--- src/rtl/hazard_unit_param.sv ---
// Hazard unit for the 5-stage core: operand forwarding, load-use stall, branch/PC flushes,
// data-memory wait tracking with sticky timeout, and saturating stall/flush counters.
module hazard_unit_param #(
  parameter int REGW    = 4,
  parameter int NSRC    = 3,
  parameter int PC_IDX  = 15,
  parameter int TIMEOUT = 255,
  parameter int CNTW    = 32
) (
  input  logic                 clk,
  input  logic                 reset_n,
  input  logic [NSRC*REGW-1:0] SrcD,
  input  logic [NSRC*REGW-1:0] SrcE,
  input  logic [REGW-1:0]      WA3E,
  input  logic [REGW-1:0]      WA3M,
  input  logic [REGW-1:0]      WA3W,
  input  logic                 RegWriteE,
  input  logic                 RegWriteM,
  input  logic                 RegWriteW,
  input  logic                 MemtoRegE,
  input  logic                 MemAccessM,
  input  logic                 DmemReady,
  input  logic                 PCWrPendingF,
  input  logic                 PCSrcW,
  input  logic                 BranchTakenE,
  input  logic                 CntClr,
  output logic                 StallF,
  output logic                 StallD,
  output logic                 StallE,
  output logic                 StallM,
  output logic                 FlushD,
  output logic                 FlushE,
  output logic                 FlushW,
  output logic [2*NSRC-1:0]    ForwardE,
  output logic                 MemTimeout,
  output logic [CNTW-1:0]      StallCnt,
  output logic [CNTW-1:0]      FlushCnt
);

  localparam int WCW = (TIMEOUT < 2) ? 1 : $clog2(TIMEOUT + 1);
  localparam logic [REGW-1:0] PC_ADDR = REGW'(PC_IDX);
  localparam logic [WCW-1:0]  WAIT_MAX = WCW'(TIMEOUT);

  typedef enum logic {IDLE, WAIT} state_t;

  state_t         state;
  logic [WCW-1:0] wait_cnt;
  logic [WCW-1:0] wait_inc;
  logic           ldr_stall;
  logic           mem_stall;

  assign mem_stall = MemAccessM & ~DmemReady;
  assign wait_inc  = (wait_cnt == WAIT_MAX) ? wait_cnt : wait_cnt + 1'b1;

  always_comb begin
    ldr_stall = 1'b0;
    ForwardE  = '0;
    for (int i = 0; i < NSRC; i++) begin
      if (SrcD[i*REGW +: REGW] == WA3E && SrcD[i*REGW +: REGW] != PC_ADDR)
        ldr_stall = 1'b1;
      // PC reads are served from PCPlus8, so R15 is never forwarded.
      if (reset_n && SrcE[i*REGW +: REGW] != PC_ADDR) begin
        if (RegWriteM && SrcE[i*REGW +: REGW] == WA3M)
          ForwardE[2*i +: 2] = 2'b10;
        else if (RegWriteW && SrcE[i*REGW +: REGW] == WA3W)
          ForwardE[2*i +: 2] = 2'b01;
      end
    end
    ldr_stall = ldr_stall & MemtoRegE & RegWriteE;
  end

  always_comb begin
    StallF = 1'b0;
    StallD = 1'b0;
    StallE = 1'b0;
    StallM = 1'b0;
    FlushD = 1'b0;
    FlushE = 1'b0;
    FlushW = 1'b0;
    if (reset_n) begin
      if (mem_stall) begin
        // Whole pipe freezes; redirects stay parked in E until memory releases.
        StallF = 1'b1;
        StallD = 1'b1;
        StallE = 1'b1;
        StallM = 1'b1;
        FlushW = 1'b1;
      end else begin
        StallF = ldr_stall | PCWrPendingF;
        StallD = ldr_stall;
        FlushE = ldr_stall | BranchTakenE;
        FlushD = PCWrPendingF | PCSrcW | BranchTakenE;
      end
    end
  end

  always_ff @(posedge clk or negedge reset_n) begin
    if (!reset_n) begin
      state      <= IDLE;
      wait_cnt   <= '0;
      MemTimeout <= 1'b0;
    end else begin
      case (state)
        IDLE: begin
          wait_cnt <= '0;
          if (mem_stall) begin
            state    <= WAIT;
            wait_cnt <= wait_inc;
            if (wait_inc == WAIT_MAX) MemTimeout <= 1'b1;
          end
        end
        WAIT: begin
          if (mem_stall) begin
            wait_cnt <= wait_inc;
            if (wait_inc == WAIT_MAX) MemTimeout <= 1'b1;
          end else begin
            state    <= IDLE;
            wait_cnt <= '0;
          end
        end
        default: begin
          state    <= IDLE;
          wait_cnt <= '0;
        end
      endcase
    end
  end

  always_ff @(posedge clk or negedge reset_n) begin
    if (!reset_n) begin
      StallCnt <= '0;
      FlushCnt <= '0;
    end else begin
      if (CntClr)
        StallCnt <= '0;
      else if (StallF && StallCnt != '1)
        StallCnt <= StallCnt + 1'b1;
      if (CntClr)
        FlushCnt <= '0;
      else if (FlushE && FlushCnt != '1)
        FlushCnt <= FlushCnt + 1'b1;
    end
  end

endmodule

--- config.mk ---
export PLATFORM = sky130hd
export DESIGN_NAME = hazard_unit_param
export DESIGN_NICKNAME = d
export VERILOG_FILES = /design/src/rtl/hazard_unit_param.sv
export SDC_FILE = /design/constraint.sdc
export NUM_CORES = 1
export LEC_CHECK = 0
export ABC_AREA = 0
export CORE_MARGIN = 3
export CORE_UTILIZATION = 45
export CTS_BUF_LIST = sky130_fd_sc_hd__clkbuf_8
export CTS_CLUSTER_SIZE = 16
export DETAILED_ROUTE_END_ITERATION = 7
export GPL_ROUTABILITY_DRIVEN = 0
export PLACE_DENSITY_LB_ADDON = 0.08
export SLEW_MARGIN = 20
export SYNTH_ARGS = -nofsm -noshare
export SYNTH_HDL_FRONTEND = slang
export SYNTH_SLANG_ARGS = --single-unit
--- constraint.sdc ---
create_clock -name clk -period 2.15 [get_ports clk]
set_input_delay 0.3225 -clock clk [delete_from_list [all_inputs] [get_ports clk]]
set_output_delay 0.3225 -clock clk [all_outputs]
set_load 0.01 [all_outputs]
* Word level (Yosys, flattened, before mapping)
Index checks and enable logic that the tools add are counted.
Storage, ports and cells: output and inout bits 78, word-level logic and storage cells 81, flip-flop bits (word level) 73, input port bits 48
Operators by class: add/sub/neg operators 3, reduce and logical (&&, ||, !) cells 17, multiplexer cells 30, bitwise operators 8, equal/unequal tests 19
Operator list (count):
- 2-to-1 mux 32 bit | 4
- adder 32 x 1 -> 32 bit (second input constant) | 2
- != test 32 bit (second input constant) | 2
- equality test 4 bit | 9
- != test 4 bit (second input constant) | 6
- 2-to-1 mux 1 bit | 18
- equality test 8 bit (second input constant) | 2
- 2-to-1 mux 8 bit | 2
- logical AND 1 bit | 14
- 2-to-1 mux 2 bit | 6
- adder 8 x 1 -> 8 bit (second input constant) | 1
- bitwise OR 1 bit | 4
- nonzero test 2 bit | 2
- AND 1 bit | 3
- AND reduction 2 bit | 1
- NOT 1 bit | 1

* Longest topological paths before layout
Gate-level depths: netlist of run 1.
depth after elaboration 13, mapped depth 9

* Worst setup path after synthesis of run 1
Ideal clock, no wire load.
kind register to register, from register FlushCnt[7], to register FlushCnt[3], path buffers 1, stages on the path, launching flop included 8, setup slack 0.099 ns, arrival time 1.927 ns, cell sequence dfrtp_1 and4_1 and3_1 nand4_1 nand2_1 buf_2 nor4b_1 mux2_2
Between the ends: cells in the longest elaborated chain, start to end 3
Ends and longest elaborated chain:
- start, declared | RTL line 37 | output logic [CNTW-1:0] FlushCnt
- start signal, assigned | RTL line 141 | FlushCnt <= FlushCnt + 1'b1;
- != test 32 bit | RTL line 140 | else if (FlushE && FlushCnt != '1)
- logical AND 1 bit | RTL line 140
- nonzero test 2 bit (no source line)
No other way between the ends. A chain may end at the register's enable or synchronous reset.

* Final worst setup path of run 1
from input port SrcE[6], to output port ForwardE[3]
Between the ends: cells in the longest elaborated chain, start to end 4, elaborated cells between the ends (all ways) 6
Ends and longest elaborated chain:
- start, declared | RTL line 13 | input logic [NSRC*REGW-1:0] SrcE,
- equality test 4 bit | RTL line 63 | if (RegWriteM && SrcE[i*REGW +: REGW] == WA3M)
- logical AND 1 bit | RTL line 63
- 2-to-1 mux 2 bit | RTL line 63
- 2-to-1 mux 2 bit * | RTL line 62 | if (reset_n && SrcE[i*REGW +: REGW] != PC_ADDR) begin
- end, declared | RTL line 34 | output logic [2*NSRC-1:0] ForwardE,
Every way passes the cells marked *; elsewhere a longest branch is shown, timed or not.

==> results of run 1 <==
path summary, 6_finish.rpt:
| kind | start | endpoint | slack [ps] | cells past startpoint |
|---|---|---|---|---|
| max in group asynchronous | reset_n | FlushCnt[31] | 560 | 4 |
| worst max register to register | FlushCnt[7] | FlushCnt[29] | 80 | 7 |
| worst min-delay path | CntClr | FlushCnt[1] | 380 | 2 |
| min in group asynchronous | reset_n | StallCnt[8] | 530 | 3 |
| worst min register to register | MemTimeout | MemTimeout | 480 | 1 |
| worst max-delay path | SrcE[6] | ForwardE[3] | -10 | 5 |
cell families (layout without fill, tap and decap cells):
kind of cell,Yosys count,count (layout),synth area share
AOI/OAI and AO/OA,115,115,0.1447
xor gates and xnor gates,38,38,0.06647
adders and majority gates,3,3,0.007497
buffers and inverters,37,268,0.03748
DFF,73,73,0.3648
muxes,18,18,0.03973
and+or+nand+nor,279,279,0.3393
layer usage:
layer	vias up	share of wire	routed length, um	GRT usage
met5	-	0	0	0
li1	2560	-	-	-
met2	152	0.52	8052	0.4302
met3	29	0.045	697	0.03098
met4	0	0.018	282	0.08516
met1	2629	0.42	6512	0.3071
stage by stage:
step	setup TNS, ps	setup WS, ps	hold slack (ps)
floorplan	0	98.67	26.91
global placement	-20950	-531.5	345.5
detailed placement	-26250	-538.2	346.2
CTS	-30.53	-23.74	366.0
global route	-117.9	-63.58	393.8
finish	-12.54	-12.54	378.9
timing repair:
item,in CTS,in global routing
cloned,1,0
pin swaps,17,18
hold endpoints to repair,19,0
setup buffers,9,5
endpoints found under the setup margin,47,49
resized for setup,52,48
hold buffers,3,0
cells in the final DEF (no fill, tap or decap), drive strengths merged, types with 18 or more instances in the layout:
| master | count |
|---|---|
| buf | 116 |
| clkdlybuf4s50 | 91 |
| or3 | 26 |
| nor3 | 22 |
| nand2 | 38 |
| dfrtp | 73 |
| xnor2 | 25 |
| o21ai | 30 |
| a21oi | 51 |
| dlygate4sd2 | 18 |
| nand4 | 35 |
| nand3 | 36 |
| nor2 | 45 |
state kept, by name, summed over array words and instances, names as in the netlist:
register and cells:
MemTimeout 1, FlushCnt 32, StallCnt 32, wait_cnt 8
power by group through the flow:
stage | Clock, mW | Combinational, mW | Sequential [mW]
2_1_floorplan | 0 | 0.213 | 1.42
3_3_place_gp | 0 | 0.507 | 1.41
3_5_place_dp | 0 | 0.520 | 1.41
4_1_cts | 1.23 | 0.563 | 1.38
5_1_grt | 1.30 | 0.633 | 1.38
6_report | 1.21 | 0.586 | 1.38
area by class of cell:
cell class | count | area, um^2 | share of cell area
multi-input cells | 453 | 3194 | 0.4183
repair buffers | 241 | 2182 | 0.2858
flip-flops and latches | 73 | 1831 | 0.2397
well taps | 136 | 170.2 | 0.02228
clock buffers | 9 | 123.9 | 0.01622
clock inverters | 7 | 93.84 | 0.01229
inverters | 11 | 41.29 | 0.005407
==> flow_summary.yaml, run 1 <==
grt:
  grt_usage: 0.2437
  grt_pass1_vias: 5254
  antenna_found_initial: 0
  grt-ovfl-total: 0
  grt_max_degree: 52
  grt_pass1_wl_um: 25400
timing:
  fmax_mhz: 462.4
  relSlewSlack: 0.5457
  tightest_slew_ps: 681.5
  rsz0062_at_grt: "true"
  slew_violations: 0
  fin_skew_ps: 17.69
  setup_violations: 1
  hold_viol: 0
  setup_ws_ps: -12.54
  fin_crit_ps: 2163
  timing.final.crit_share: 1.006
floorplan:
  fp-row-count: 37
  ios: 126
  die_area_um2: 12430
  core_area_um2: 10560
  start_util: 0.4744
  die_y_um: 111.5
  die_x_um: 111.5
synth:
  syn_area_per_cell_um2: 8.894
  synth_edf_count: 0
  syn-num-nets: 614
  netlist.area_leader.share: 0.3648
  synth-seq-cells: 73
  netlist_instances: 563
  ys_top_cells_by_area: "dfrtp_1 (36%), a21oi_1 (5.1%), xnor2_1 (4.4%), nand4_1 (3.9%), nand3_1 (3.4%)"
  async_reset_ff_frac: 1.000
  yosysWarnings: 0
  netlist_area_um2: 5007
  synthMostInstantiatedCell: "dfrtp_1"
  synthFlopType: "dfrtp_1"
  synth.distinct_cells: 65
  synth_top_area_cell: "dfrtp_1"
  ys_seq_area_frac: 0.3648
  synthTopCellsByCount: "dfrtp_1 (73), a21oi_1 (51), nor2_1 (43), nand2_1 (37), nand3_1 (34)"
detailed_routing:
  dr.pass1.iters: 5
  vias: 5370
  first_iter_violations: 246
  drc: 0
  wl_um: 15540
  drt-vias-per-instance: 5.774
  avgRoutedWirePerCell_um: 16.71
  ant_nets: 0
cts:
  cts_tree: "yes"
  clockBufferDepth: 2
  clkSinkCount: 73
  cts_buffers: 9
  cts-root-buf: "clkbuf_8"
  clock_latency_ps: 350
  clk_pin_slew_worst_paths_ps: 70
  cts.htree.levels: 3
worst_setup_path:
  crit_family: "buffers and inverters"
  worstPathRequired_ps: 1830
  criticalPathCategory: "primary input to output pin"
  startpoint_type: "primary input"
  end_kind: "output pin"
  critPathBufInv: 2
  arrival_ps: 1840
  worstPathMaxFanout: 2
  crit_path_max_incr_delay_ps: 450
  critPathSlowestCell: "clkdlybuf4s50_1"
  path_cells: "clkdlybuf4s50_1 > xor2_1 > nor4_2 > and3_1 > dlygate4sd2_1"
placement:
  placed_cells: 898
  placed_area_um2: 7076
  hpwlAfterDp_um: 11310
  io_buffers: 125
finish:
  nets: 840
  utilization: 0.7234
  areaGrowthSynthToFinish_pct: 52.50
  fillers: 814
  layout.cells.non_filler: 930
  n_antenna_cell: 0
  final_layout_size_suffix_gt1_frac: 0.2746
  final_cell_area_um2: 7636
power:
  p_int_mw: 2.324
  totalPowerFinal_mw: 3.179
  p_leak_nw: 3.167
  clkPwrFrac: 0.381
  pwr-share-comb: 0.184
  p_sw_mw: 0.8550
  pwr_density_cell_nw_per_um2: 416.3
  seq_power_share: 0.435
  p_sw_frac: 0.2690
  ir_worst_vdd_mv: 0.3875
hold_path:
  hold_path_class: "primary input to flop"
run_status:
  outcome: "finished with violations"
  violations: "negative setup slack"
run:
  max_cap_violations: 0
No activity file was read; power rests on OpenSTA's default activity.
==> run 2, diff against run 1 <==
--- a/config.mk
+++ b/config.mk
@@ -5,7 +5,7 @@
 export SDC_FILE = /design/constraint.sdc
 export NUM_CORES = 1
 export LEC_CHECK = 0
-export ABC_AREA = 0
+export CAP_MARGIN = 20
 export CORE_MARGIN = 3
 export CORE_UTILIZATION = 45
 export CTS_BUF_LIST = sky130_fd_sc_hd__clkbuf_8
==> constraint.sdc (replaced) <==
create_clock -name clk -period 2.8 [get_ports clk]
set_input_delay 0.42 -clock clk [delete_from_list [all_inputs] [get_ports clk]]
set_output_delay 0.42 -clock clk [all_outputs]
set_load 0.01 [all_outputs]
==> flow_summary.yaml, run 2 (synthesis results as in run 1) <==
run_status:
  outcome: "completed"
timing:
  rsz0062_at_grt: "false"
  hold_viol: 0
  fin_crit_ps: 2682
  fmax_mhz: 372.8
  slew_violations: 0
  setup_violations: 0
  fin_setup_tns_ps: 0
  relSlewSlack: 0.4182
  tightest_slew_ps: 872.7
  timing.final.crit_share: 0.9580
  fin_skew_ps: 8.725
detailed_routing:
  drt-vias-per-instance: 5.868
  drc: 0
  wl_um: 13700
  avgRoutedWirePerCell_um: 16.39
  first_iter_violations: 272
  dr.pass1.iters: 5
  ant_nets: 0
  vias: 4906
run:
  max_cap_violations: 0
floorplan:
  die_x_um: 111.5
  die_y_um: 111.5
  start_util: 0.4744
  ios: 126
  die_area_um2: 12430
  core_area_um2: 10560
  fp-row-count: 37
worst_setup_path:
  startpoint_type: "primary input"
  reg2reg_depth: 6
  rr_endpoint: "FlushCnt[3]"
  end_kind: "output pin"
  reg2reg_from: "FlushCnt[3]"
  worstPathRequired_ps: 2380
  criticalPathCategory: "primary input to output pin"
  arrival_ps: 2260
  r2r_setup_slack_ps: 460
  crit_start: "WA3M[2]"
  worstPathMaxFanout: 3
power:
  p_leak_nw: 2.514
  p_sw_frac: 0.2832
  clkPwrFrac: 0.338
  p_int_mw: 1.531
  pwr-share-comb: 0.163
  seq_power_share: 0.499
  pwr_density_cell_nw_per_um2: 321.8
  ir_worst_vdd_mv: 0.2310
  p_sw_mw: 0.6049
finish:
  final_layout_size_suffix_gt1_frac: 0.1229
  layout.cells.non_filler: 836
  reg.largest.list: "FlushCnt: 32 flops, StallCnt: 32 flops, wait_cnt: 8 flops"
  final_common_cell: "clkdlybuf4s50_1"
  fillers: 957
  nets: 746
  areaGrowthSynthToFinish_pct: 32.58
  layout_common_cells: "clkdlybuf4s50_1 (118), dfrtp_1 (73), a21oi_1 (49), nor2_1 (43), nand2_1 (37)"
  seq_area_um2: 1827
  multi_input_area_um2: 3000
  n_antenna_cell: 0
  utilization: 0.6290
grt:
  antenna_found_initial: 0
  grt_max_degree: 50
  grt_usage: 0.2210
  grt_pass1_vias: 4620
  grt_pass1_wl_um: 22870
  grt-ovfl-total: 0
cts:
  cts-root-buf: "clkbuf_8"
  clk_pin_slew_worst_paths_ps: 80
  cts_tree: "yes"
  cts_buffers: 9
  cts.htree.levels: 3
  clock_latency_ps: 370
  clkSinkCount: 73
  clockBufferDepth: 2
placement:
  io_buffers: 125
  placed_cells: 819
  hpwlAfterDp_um: 10180
hold_path:
  hold_path_class: "primary input to async pin"
run 2: cell count changes in the layout (fill, tap and decap cells not counted), moves of 4 or more:
cell,delta
clkbuf_2,-4
dlymetal6s2s_1,-5
clkdlybuf4s50_1,+27
nor4_2,-6
nor3_2,-6
nor4_1,+7
dlygate4sd2_1,-15
nor3_1,+6
buf_4,-85
run 2: worst max path at each step:
stage | end | slack, ps | depth (start not counted)
6_report | ForwardE[3] | 120 | 5
5_1_grt | ForwardE[5] | 40 | 5
4_1_cts | FlushE | 60 | 8
3_5_place_dp | FlushE | -60 | 8
3_3_place_gp | FlushE | -10 | 8
2_1_floorplan | FlushCnt[3] | 750 | 7
run 2: metrics by stage:
| step | total power, mW | hold WS (ps) | worst slack (ps) | area [um^2] |
|---|---|---|---|---|
| after global routing | 2.231 | 254.1 | 37.94 | 6639 |
| after detailed placement | 1.434 | 281.6 | -61.26 | 6457 |
| after floorplan | 1.250 | 124.4 | 748.7 | 5007 |
| after global placement | 1.426 | 279.5 | -12.17 | 6457 |
| final | 2.136 | 224.3 | 117.7 | 6639 |
| after CTS | 2.161 | 216.0 | 58.55 | 6634 |
run 2: repair_timing:
item                       CTS  global route
setup endpoints to repair    3             2
hold endpoints to repair     2             0
pin swaps                    0             1
buffers inserted             0             0
hold buffers                 1             0
gates resized for setup      5             2
run 2: routing by layer:
layer	part of all wire	GRT usage	up-vias
met2	0.50	0.3663	146
met4	0.018	0.06650	0
met3	0.047	0.04348	18
met5	0	0	-
li1	-	-	2366
met1	0.44	0.2937	2376
run 2: layout make-up:
| class | instances | area share |
|---|---|---|
| Timing Repair Buffer | 147 | 0.2165 |
| Multi-Input combinational cell | 453 | 0.4519 |
| Tap cell | 136 | 0.02563 |
| Inverter | 11 | 0.006219 |
| Sequential cell | 73 | 0.2752 |
| Clock inverter | 7 | 0.005842 |
| Clock buffer | 9 | 0.01866 |
run 2: critical path: stages:
cell	delay, ps
clkdlybuf4s50_1	510
xor2_1	180
nor4_1	390
and3_1	220
clkdlybuf4s50_1	540
run 2: power groups by stage:
stage,sequential (mW),combinational [mW],clock [mW]
global route,1.07,0.379,0.786
finish,1.07,0.348,0.723
CTS,1.07,0.350,0.746
detailed placement,1.09,0.347,0
floorplan,1.09,0.163,0
global placement,1.09,0.339,0
